===== src/rtl/rv32i_pkg.sv =====
// -----------------------------------------------------------------------------
// rv32i_pkg
// Shared definitions for the RV32I load/store unit: funct3 width/sign codes
// for loads and stores, the LSU state enum, and small decode helpers.
// No ports (package).
// -----------------------------------------------------------------------------
package rv32i_pkg;

    // Load funct3 codes
    localparam logic [2:0] F3_LB  = 3'b000;
    localparam logic [2:0] F3_LH  = 3'b001;
    localparam logic [2:0] F3_LW  = 3'b010;
    localparam logic [2:0] F3_LBU = 3'b100;
    localparam logic [2:0] F3_LHU = 3'b101;

    // Store funct3 codes
    localparam logic [2:0] F3_SB  = 3'b000;
    localparam logic [2:0] F3_SH  = 3'b001;
    localparam logic [2:0] F3_SW  = 3'b010;

    typedef enum logic [1:0] {
        IDLE = 2'd0,
        MEM  = 2'd1,
        RESP = 2'd2
    } lsu_state_t;

    // True when funct3 names a real RV32I access of the given direction.
    function automatic logic funct3_legal(input logic is_store, input logic [2:0] funct3);
        logic legal;
        if (is_store) begin
            legal = (funct3 == F3_SB) || (funct3 == F3_SH) || (funct3 == F3_SW);
        end else begin
            legal = (funct3 == F3_LB)  || (funct3 == F3_LH) || (funct3 == F3_LW) ||
                    (funct3 == F3_LBU) || (funct3 == F3_LHU);
        end
        return legal;
    endfunction

    // Halfwords must sit on even addresses, words on multiples of four.
    function automatic logic is_misaligned(input logic [2:0] funct3, input logic [1:0] addr_lo);
        logic mis;
        case (funct3[1:0])
            2'b01:   mis = addr_lo[0];
            2'b10:   mis = (addr_lo != 2'b00);
            default: mis = 1'b0;
        endcase
        return mis;
    endfunction

endpackage


===== src/rtl/lsu_align.sv =====
// -----------------------------------------------------------------------------
// lsu_align
// Purely combinational byte-lane steering for the load/store unit.
//   funct3     in  3   access width/sign code
//   addr_lo    in  2   low address bits selecting the byte lane
//   store_data in  32  raw store data (rs2)
//   load_word  in  32  aligned word returned by memory
//   wstrb      out 4   byte strobes for a store
//   wdata      out 32  store data replicated into every lane of its width
//   rdata      out 32  selected load lane, sign- or zero-extended
// -----------------------------------------------------------------------------
module lsu_align
    import rv32i_pkg::*;
(
    input  logic [2:0]  funct3,
    input  logic [1:0]  addr_lo,
    input  logic [31:0] store_data,
    input  logic [31:0] load_word,
    output logic [3:0]  wstrb,
    output logic [31:0] wdata,
    output logic [31:0] rdata
);

    logic [7:0]  load_byte;
    logic [15:0] load_half;

    // Pick the addressed byte and halfword out of the returned word.  A
    // halfword at an odd address simply uses the half chosen by addr[1].
    always_comb begin
        case (addr_lo)
            2'd0:    load_byte = load_word[7:0];
            2'd1:    load_byte = load_word[15:8];
            2'd2:    load_byte = load_word[23:16];
            default: load_byte = load_word[31:24];
        endcase
        load_half = addr_lo[1] ? load_word[31:16] : load_word[15:0];
    end

    // Replicating the data means whichever lane the strobe picks already
    // holds the right bytes, so no barrel shifter is needed.
    always_comb begin
        wstrb = 4'b1111;
        wdata = store_data;
        case (funct3[1:0])
            2'b00: begin
                wstrb = 4'b0001 << addr_lo;
                wdata = {4{store_data[7:0]}};
            end
            2'b01: begin
                wstrb = 4'b0011 << {addr_lo[1], 1'b0};
                wdata = {2{store_data[15:0]}};
            end
            default: begin
                wstrb = 4'b1111;
                wdata = store_data;
            end
        endcase
    end

    always_comb begin
        rdata = 32'd0;
        case (funct3)
            F3_LB:   rdata = {{24{load_byte[7]}}, load_byte};
            F3_LH:   rdata = {{16{load_half[15]}}, load_half};
            F3_LW:   rdata = load_word;
            F3_LBU:  rdata = {24'd0, load_byte};
            F3_LHU:  rdata = {16'd0, load_half};
            default: rdata = 32'd0;
        endcase
    end

endmodule


===== src/rtl/load_store_unit.sv =====
// -----------------------------------------------------------------------------
// load_store_unit
// RV32I data-memory access unit: accepts one load/store from execute, issues a
// single word-aligned memory request, and returns a one-cycle response.
//
// Optional feature macro: LSU_MISALIGN_TRAP_EN
//   defined   -> misaligned halfword/word accesses skip memory and respond with
//                resp_misaligned=1
//   undefined -> misaligned accesses are issued normally, resp_misaligned=0
//
// Ports
//   clk, rst          clock, synchronous active-high reset
//   req_valid/ready   request handshake (ready only while idle)
//   req_is_store, req_funct3, req_addr, req_wdata, req_rd   request fields
//   mem_req, mem_we, mem_addr, mem_wdata, mem_wstrb          memory request
//   mem_ready, mem_rdata                                     memory completion
//   resp_valid, resp_rdata, resp_rd, resp_err, resp_misaligned   response
//   busy              high whenever the unit is not idle
// -----------------------------------------------------------------------------
module load_store_unit
    import rv32i_pkg::*;
(
    input  logic        clk,
    input  logic        rst,
    input  logic        req_valid,
    output logic        req_ready,
    input  logic        req_is_store,
    input  logic [2:0]  req_funct3,
    input  logic [31:0] req_addr,
    input  logic [31:0] req_wdata,
    input  logic [4:0]  req_rd,
    output logic        mem_req,
    output logic        mem_we,
    output logic [31:0] mem_addr,
    output logic [31:0] mem_wdata,
    output logic [3:0]  mem_wstrb,
    input  logic        mem_ready,
    input  logic [31:0] mem_rdata,
    output logic        resp_valid,
    output logic [31:0] resp_rdata,
    output logic [4:0]  resp_rd,
    output logic        resp_err,
    output logic        resp_misaligned,
    output logic        busy
);

    lsu_state_t  state;
    logic        acc_store;
    logic [2:0]  acc_funct3;
    logic [1:0]  acc_addr_lo;
    logic [4:0]  acc_rd;

    logic [2:0]  align_funct3;
    logic [1:0]  align_addr_lo;
    logic [3:0]  align_wstrb;
    logic [31:0] align_wdata;
    logic [31:0] align_rdata;

    // One aligner serves both directions: while idle it shapes the incoming
    // store, while waiting on memory it extracts the load from the captured
    // request fields.
    assign align_funct3  = (state == IDLE) ? req_funct3    : acc_funct3;
    assign align_addr_lo = (state == IDLE) ? req_addr[1:0] : acc_addr_lo;

    lsu_align u_align (
        .funct3     (align_funct3),
        .addr_lo    (align_addr_lo),
        .store_data (req_wdata),
        .load_word  (mem_rdata),
        .wstrb      (align_wstrb),
        .wdata      (align_wdata),
        .rdata      (align_rdata)
    );

`ifndef LSU_MISALIGN_TRAP_EN
    assign resp_misaligned = 1'b0;
`endif

    // Control FSM with every output registered.  Memory-side outputs are
    // loaded at acceptance and held untouched until mem_ready; response
    // fields are loaded on entry to RESP and cleared on exit, so they read
    // zero whenever resp_valid is low.  Reset clears everything, which also
    // abandons an in-flight memory access without producing a response.
    always_ff @(posedge clk) begin
        if (rst) begin
            state       <= IDLE;
            req_ready   <= 1'b1;
            busy        <= 1'b0;
            mem_req     <= 1'b0;
            mem_we      <= 1'b0;
            mem_addr    <= 32'd0;
            mem_wdata   <= 32'd0;
            mem_wstrb   <= 4'd0;
            resp_valid  <= 1'b0;
            resp_rdata  <= 32'd0;
            resp_rd     <= 5'd0;
            resp_err    <= 1'b0;
`ifdef LSU_MISALIGN_TRAP_EN
            resp_misaligned <= 1'b0;
`endif
            acc_store   <= 1'b0;
            acc_funct3  <= 3'd0;
            acc_addr_lo <= 2'd0;
            acc_rd      <= 5'd0;
        end else begin
            case (state)
                IDLE: begin
                    if (req_valid && req_ready) begin
                        acc_store   <= req_is_store;
                        acc_funct3  <= req_funct3;
                        acc_addr_lo <= req_addr[1:0];
                        acc_rd      <= req_rd;
                        req_ready   <= 1'b0;
                        busy        <= 1'b1;
                        if (!funct3_legal(req_is_store, req_funct3)) begin
                            state      <= RESP;
                            resp_valid <= 1'b1;
                            resp_err   <= 1'b1;
                            resp_rd    <= req_is_store ? 5'd0 : req_rd;
                        end
`ifdef LSU_MISALIGN_TRAP_EN
                        else if (is_misaligned(req_funct3, req_addr[1:0])) begin
                            state           <= RESP;
                            resp_valid      <= 1'b1;
                            resp_misaligned <= 1'b1;
                            resp_rd         <= req_is_store ? 5'd0 : req_rd;
                        end
`endif
                        else begin
                            state     <= MEM;
                            mem_req   <= 1'b1;
                            mem_we    <= req_is_store;
                            mem_addr  <= {req_addr[31:2], 2'b00};
                            mem_wdata <= req_is_store ? align_wdata : 32'd0;
                            mem_wstrb <= req_is_store ? align_wstrb : 4'd0;
                        end
                    end
                end
                MEM: begin
                    if (mem_ready) begin
                        state      <= RESP;
                        mem_req    <= 1'b0;
                        mem_we     <= 1'b0;
                        mem_addr   <= 32'd0;
                        mem_wdata  <= 32'd0;
                        mem_wstrb  <= 4'd0;
                        resp_valid <= 1'b1;
                        resp_rdata <= acc_store ? 32'd0 : align_rdata;
                        resp_rd    <= acc_store ? 5'd0 : acc_rd;
                    end
                end
                RESP: begin
                    state      <= IDLE;
                    req_ready  <= 1'b1;
                    busy       <= 1'b0;
                    resp_valid <= 1'b0;
                    resp_rdata <= 32'd0;
                    resp_rd    <= 5'd0;
                    resp_err   <= 1'b0;
`ifdef LSU_MISALIGN_TRAP_EN
                    resp_misaligned <= 1'b0;
`endif
                end
                default: begin
                    state     <= IDLE;
                    req_ready <= 1'b1;
                    busy      <= 1'b0;
                end
            endcase
        end
    end

endmodule

===== config.mk =====
export PLATFORM = sky130hd
export DESIGN_NAME = load_store_unit
export DESIGN_NICKNAME = d
export VERILOG_FILES = /design/src/rtl/rv32i_pkg.sv /design/src/rtl/lsu_align.sv /design/src/rtl/load_store_unit.sv
export SDC_FILE = /design/constraint.sdc
export NUM_CORES = 1
export LEC_CHECK = 0
export BUFFER_PORTS_ARGS = -buffer_cell sky130_fd_sc_hd__buf_2
export CAP_MARGIN = 15
export CORE_AREA = 2 2 157 159
export DETAILED_ROUTE_END_ITERATION = 8
export DIE_AREA = 0 0 159 161
export HOLD_SLACK_MARGIN = 0.08
export SYNTH_ARGS = -nofsm -noshare
export SYNTH_HDL_FRONTEND = slang
export SYNTH_HIERARCHICAL = 1
export SYNTH_SLANG_ARGS = --single-unit

===== constraint.sdc =====
create_clock -name clk -period 2.7 [get_ports clk]
set_clock_uncertainty 0.1 [all_clocks]
set_input_delay 0.405 -clock clk [delete_from_list [all_inputs] [get_ports clk]]
set_output_delay 0.405 -clock clk [all_outputs]
set_load 0.005 [all_outputs]

==> flow_metrics.env <==
export IMPL_fin_util=0.331
export IMPL_layout_area_seq_um2=2440
export IMPL_status="finished, final reports clean"
export IMPL_crit_buf_inv=1
export IMPL_core_um2=24000
export IMPL_h_tree_depth=4
export IMPL_yosys_warnings=6
export IMPL_max_clock_path_buffers=2
export IMPL_ant_nets=0
export IMPL_wl_met1_um=8860
export IMPL_fin_crit_sh=0.952
export IMPL_syn_area_per_cell_um2=9.67
export IMPL_placed_cell_area_um2=7220
export IMPL_place_hpwl_um=13900
export IMPL_vias_per_cell=4.87
export IMPL_worstPathArrival_ns=2.80
export IMPL_track_usage=0.150
export IMPL_portBuffers=217
export IMPL_drt_wl_total_um=19800
export IMPL_first_pass_iters=4
export IMPL_multi_input_area_um2=3060
export IMPL_hold_viol=0
export IMPL_slew_headroom=0.562
export IMPL_drc=0
export IMPL_fin_area_um2=7930
export IMPL_cap_viol_max_count=0
export IMPL_ys_seq_elements=122
export IMPL_syn_inst=608
export IMPL_final_common_cell="buf_2"
export IMPL_grt_pass1_wl_um=30400
export IMPL_gp_congestion=0.837
export IMPL_dieArea_um2=25600
export IMPL_fill_cells=2497
export IMPL_tritoncts="built"
export IMPL_wl_met2_um=8900
export IMPL_start_kind="flip-flop"
export IMPL_ir_worst_vdd_uv=336
export IMPL_pre_cts_ws_ns=0.103
export IMPL_grt_pass1_vias=5383
export IMPL_worst_pin_slew_ns=0.657
export IMPL_ys_flop_type="dfxtp_1"
export IMPL_synth_edf_count=0
export IMPL_fin_nets=925
export IMPL_ys_types=60
export IMPL_syn_to_final_growth_pct=34.9
export IMPL_layout_common_cells="217 x buf_2, 122 x dfxtp_1, 72 x nand2_1"
export IMPL_root_buffer="clkbuf_16"
export IMPL_crit_path_max_incr_delay_ns=0.57
export IMPL_dieHeight_um=161
export IMPL_cts_sinks=122
export IMPL_drive_gt1_frac=0.406
export IMPL_async_flop_share=0
export IMPL_worst_slack_ns=0.131
export IMPL_cp_top_family="simple AND/OR/NAND/NOR gates"
export IMPL_row_count=57
export IMPL_powerDensity_nw_per_um2=909
export IMPL_syn_area_um2=5880
export IMPL_io_pins=221
export IMPL_critPathMaxFanout=8
export IMPL_endpoint_kind="flip-flop"
export IMPL_initial_utilization=0.245
export IMPL_post_route_min_period_ns=2.57
export IMPL_grt_max_degree=47
export IMPL_vias=5609
export IMPL_setup_viol=0
export IMPL_dr_first_iter_drc_count=457
export IMPL_cp_required_ns=2.93
export IMPL_routedWlPerCell_um=17.2
export IMPL_worstHoldPathType="primary input to flip-flop"
export IMPL_cts_buffers=17
export IMPL_globalRoute_totalOverflow=0
export IMPL_ys_seq_area_frac=0.416
export IMPL_wl_met3_um=1630
export IMPL_drv_slew=0
export IMPL_routed_top_layer="met4"
export IMPL_grt_antenna_before_repair=2
export IMPL_crit_chain="inv_1 -> ha_2 -> mux2_2 -> or4_4 -> o2bb2ai_4 -> a221o_1 -> nand3_1 -> a21oi_1"
export IMPL_p_leak_nw=3.44
export IMPL_clk_latency_ns=0.41
export IMPL_cpMaxStageDelayCell="or4_4"
export IMPL_max_clock_freq_ghz=0.389
export IMPL_die_w_um=159
export IMPL_clkTransAtPathRegs_ns=0.06
export IMPL_worst_setup_path_type="flip-flop to flip-flop"
[final timing paths]
check	start	end	slack [ns]	cells after the start
worst min register to register	mem_req	mem_req	0.35	1
worst max register to register	state[0]	resp_rdata[14]	0.13	8
worst max-delay path	state[0]	resp_rdata[14]	0.13	8
worst min-delay path	req_addr[24]	mem_addr[24]	0.11	2
[cells by family after synthesis]
group	count (synthesis)	share of synthesized area
AOI/OAI and AO/OA	205	0.270
adders and majority gates	4	0.00852
buffers and inverters	74	0.0692
DFF	122	0.416
muxes	55	0.117
other	1	0.000638
and+or+nand+nor	147	0.120
[routing by layer]
metal  vias to the layer above  GRT usage
met1                      2650      0.194
met2                       256      0.236
li1                       2679          -
met3                        24     0.0501
met4                         0     0.0508
met5                         -          0
[stage by stage]
stage / total power [mW] / cells / setup TNS [ns] / hold slack [ns]
after floorplan: 4.02 / 610 / 0 / 0.334
after global placement: 4.83 / 1109 / 0 / 0.329
after detailed placement: 4.84 / 1109 / 0 / 0.340
after CTS: 7.28 / 1149 / 0 / 0.0819
after global routing: 7.65 / 1150 / -0.0216 / 0.0868
final: 7.20 / 1151 / 0 / 0.108
[layout make-up]
type                       instances  area share
inverter                           6     0.00284
multi-input combinational        414       0.386
clock buffer                      19      0.0559
tap                              324      0.0511
sequential                       122       0.308
timing repair buffer             251       0.174
clock inverter                    13      0.0213
antenna                            2    0.000631
[where the power goes]
part	total (mW)	switching, mW	internal (mW)
logic	2.64	1.52	1.12
registers	2.19	0.137	2.05
clock network	2.37	0.889	1.48
[state kept, by name, indices dropped and copies added (netlist names)]
register,cells
resp_valid,1
acc_addr_lo,2
mem_wdata,32
resp_rd,5
acc_rd,5
busy,1
acc_store,1
resp_err,1
mem_wstrb,4
mem_addr,30
state,2
mem_req,1
acc_funct3,3
req_ready,1
resp_rdata,32
mem_we,1
[worst reg2reg max path, stage by stage (launching register included)]
cell and delay [ns]:
dfxtp_1 0.33, inv_1 0.12, ha_2 0.28, mux2_2 0.44
or4_4 0.57, o2bb2ai_4 0.26, a221o_1 0.17, nand3_1 0.07
a21oi_1 0.17
[what timing repair did]
| item | CTS | global route |
|---|---|---|
| hold endpoints to repair | 8 | 0 |
| gates resized for setup | 0 | 4 |
| buffers inserted | 0 | 0 |
| hold buffers | 8 | 0 |
| setup endpoints to repair | 0 | 17 |
[Yosys cell counts (2+ instances only)]
| cell | count | share of area |
|---|---|---|
| nand2_1 | 72 | 0.046 |
| buf_6 | 5 | 0.0096 |
| mux4_2 | 6 | 0.023 |
| nor3b_1 | 2 | 0.0026 |
| a32oi_1 | 5 | 0.0075 |
| a22oi_1 | 16 | 0.020 |
| and2_1 | 2 | 0.0021 |
| mux2i_1 | 18 | 0.031 |
| buf_2 | 22 | 0.019 |
| a21o_1 | 4 | 0.0051 |
| nand3_1 | 41 | 0.035 |
| a211oi_1 | 13 | 0.017 |
| mux2_1 | 3 | 0.0057 |
| nor2b_1 | 4 | 0.0043 |
| mux2_2 | 25 | 0.048 |
| o211ai_1 | 7 | 0.0089 |
| clkbuf_1 | 24 | 0.015 |
| a21oi_1 | 50 | 0.043 |
| nor2_1 | 10 | 0.0064 |
| a22o_1 | 66 | 0.098 |
| a31oi_1 | 3 | 0.0032 |
| dfxtp_1 | 122 | 0.42 |
| nand2b_1 | 2 | 0.0021 |
| a221o_1 | 7 | 0.012 |
| o21ai_0 | 10 | 0.0085 |
| a211oi_2 | 10 | 0.021 |
| nor3_1 | 2 | 0.0017 |
| ha_1 | 4 | 0.0085 |
| buf_4 | 16 | 0.020 |
| inv_1 | 6 | 0.0038 |
| o21bai_1 | 2 | 0.0026 |
No activity file was read; power rests on OpenSTA's default activity.
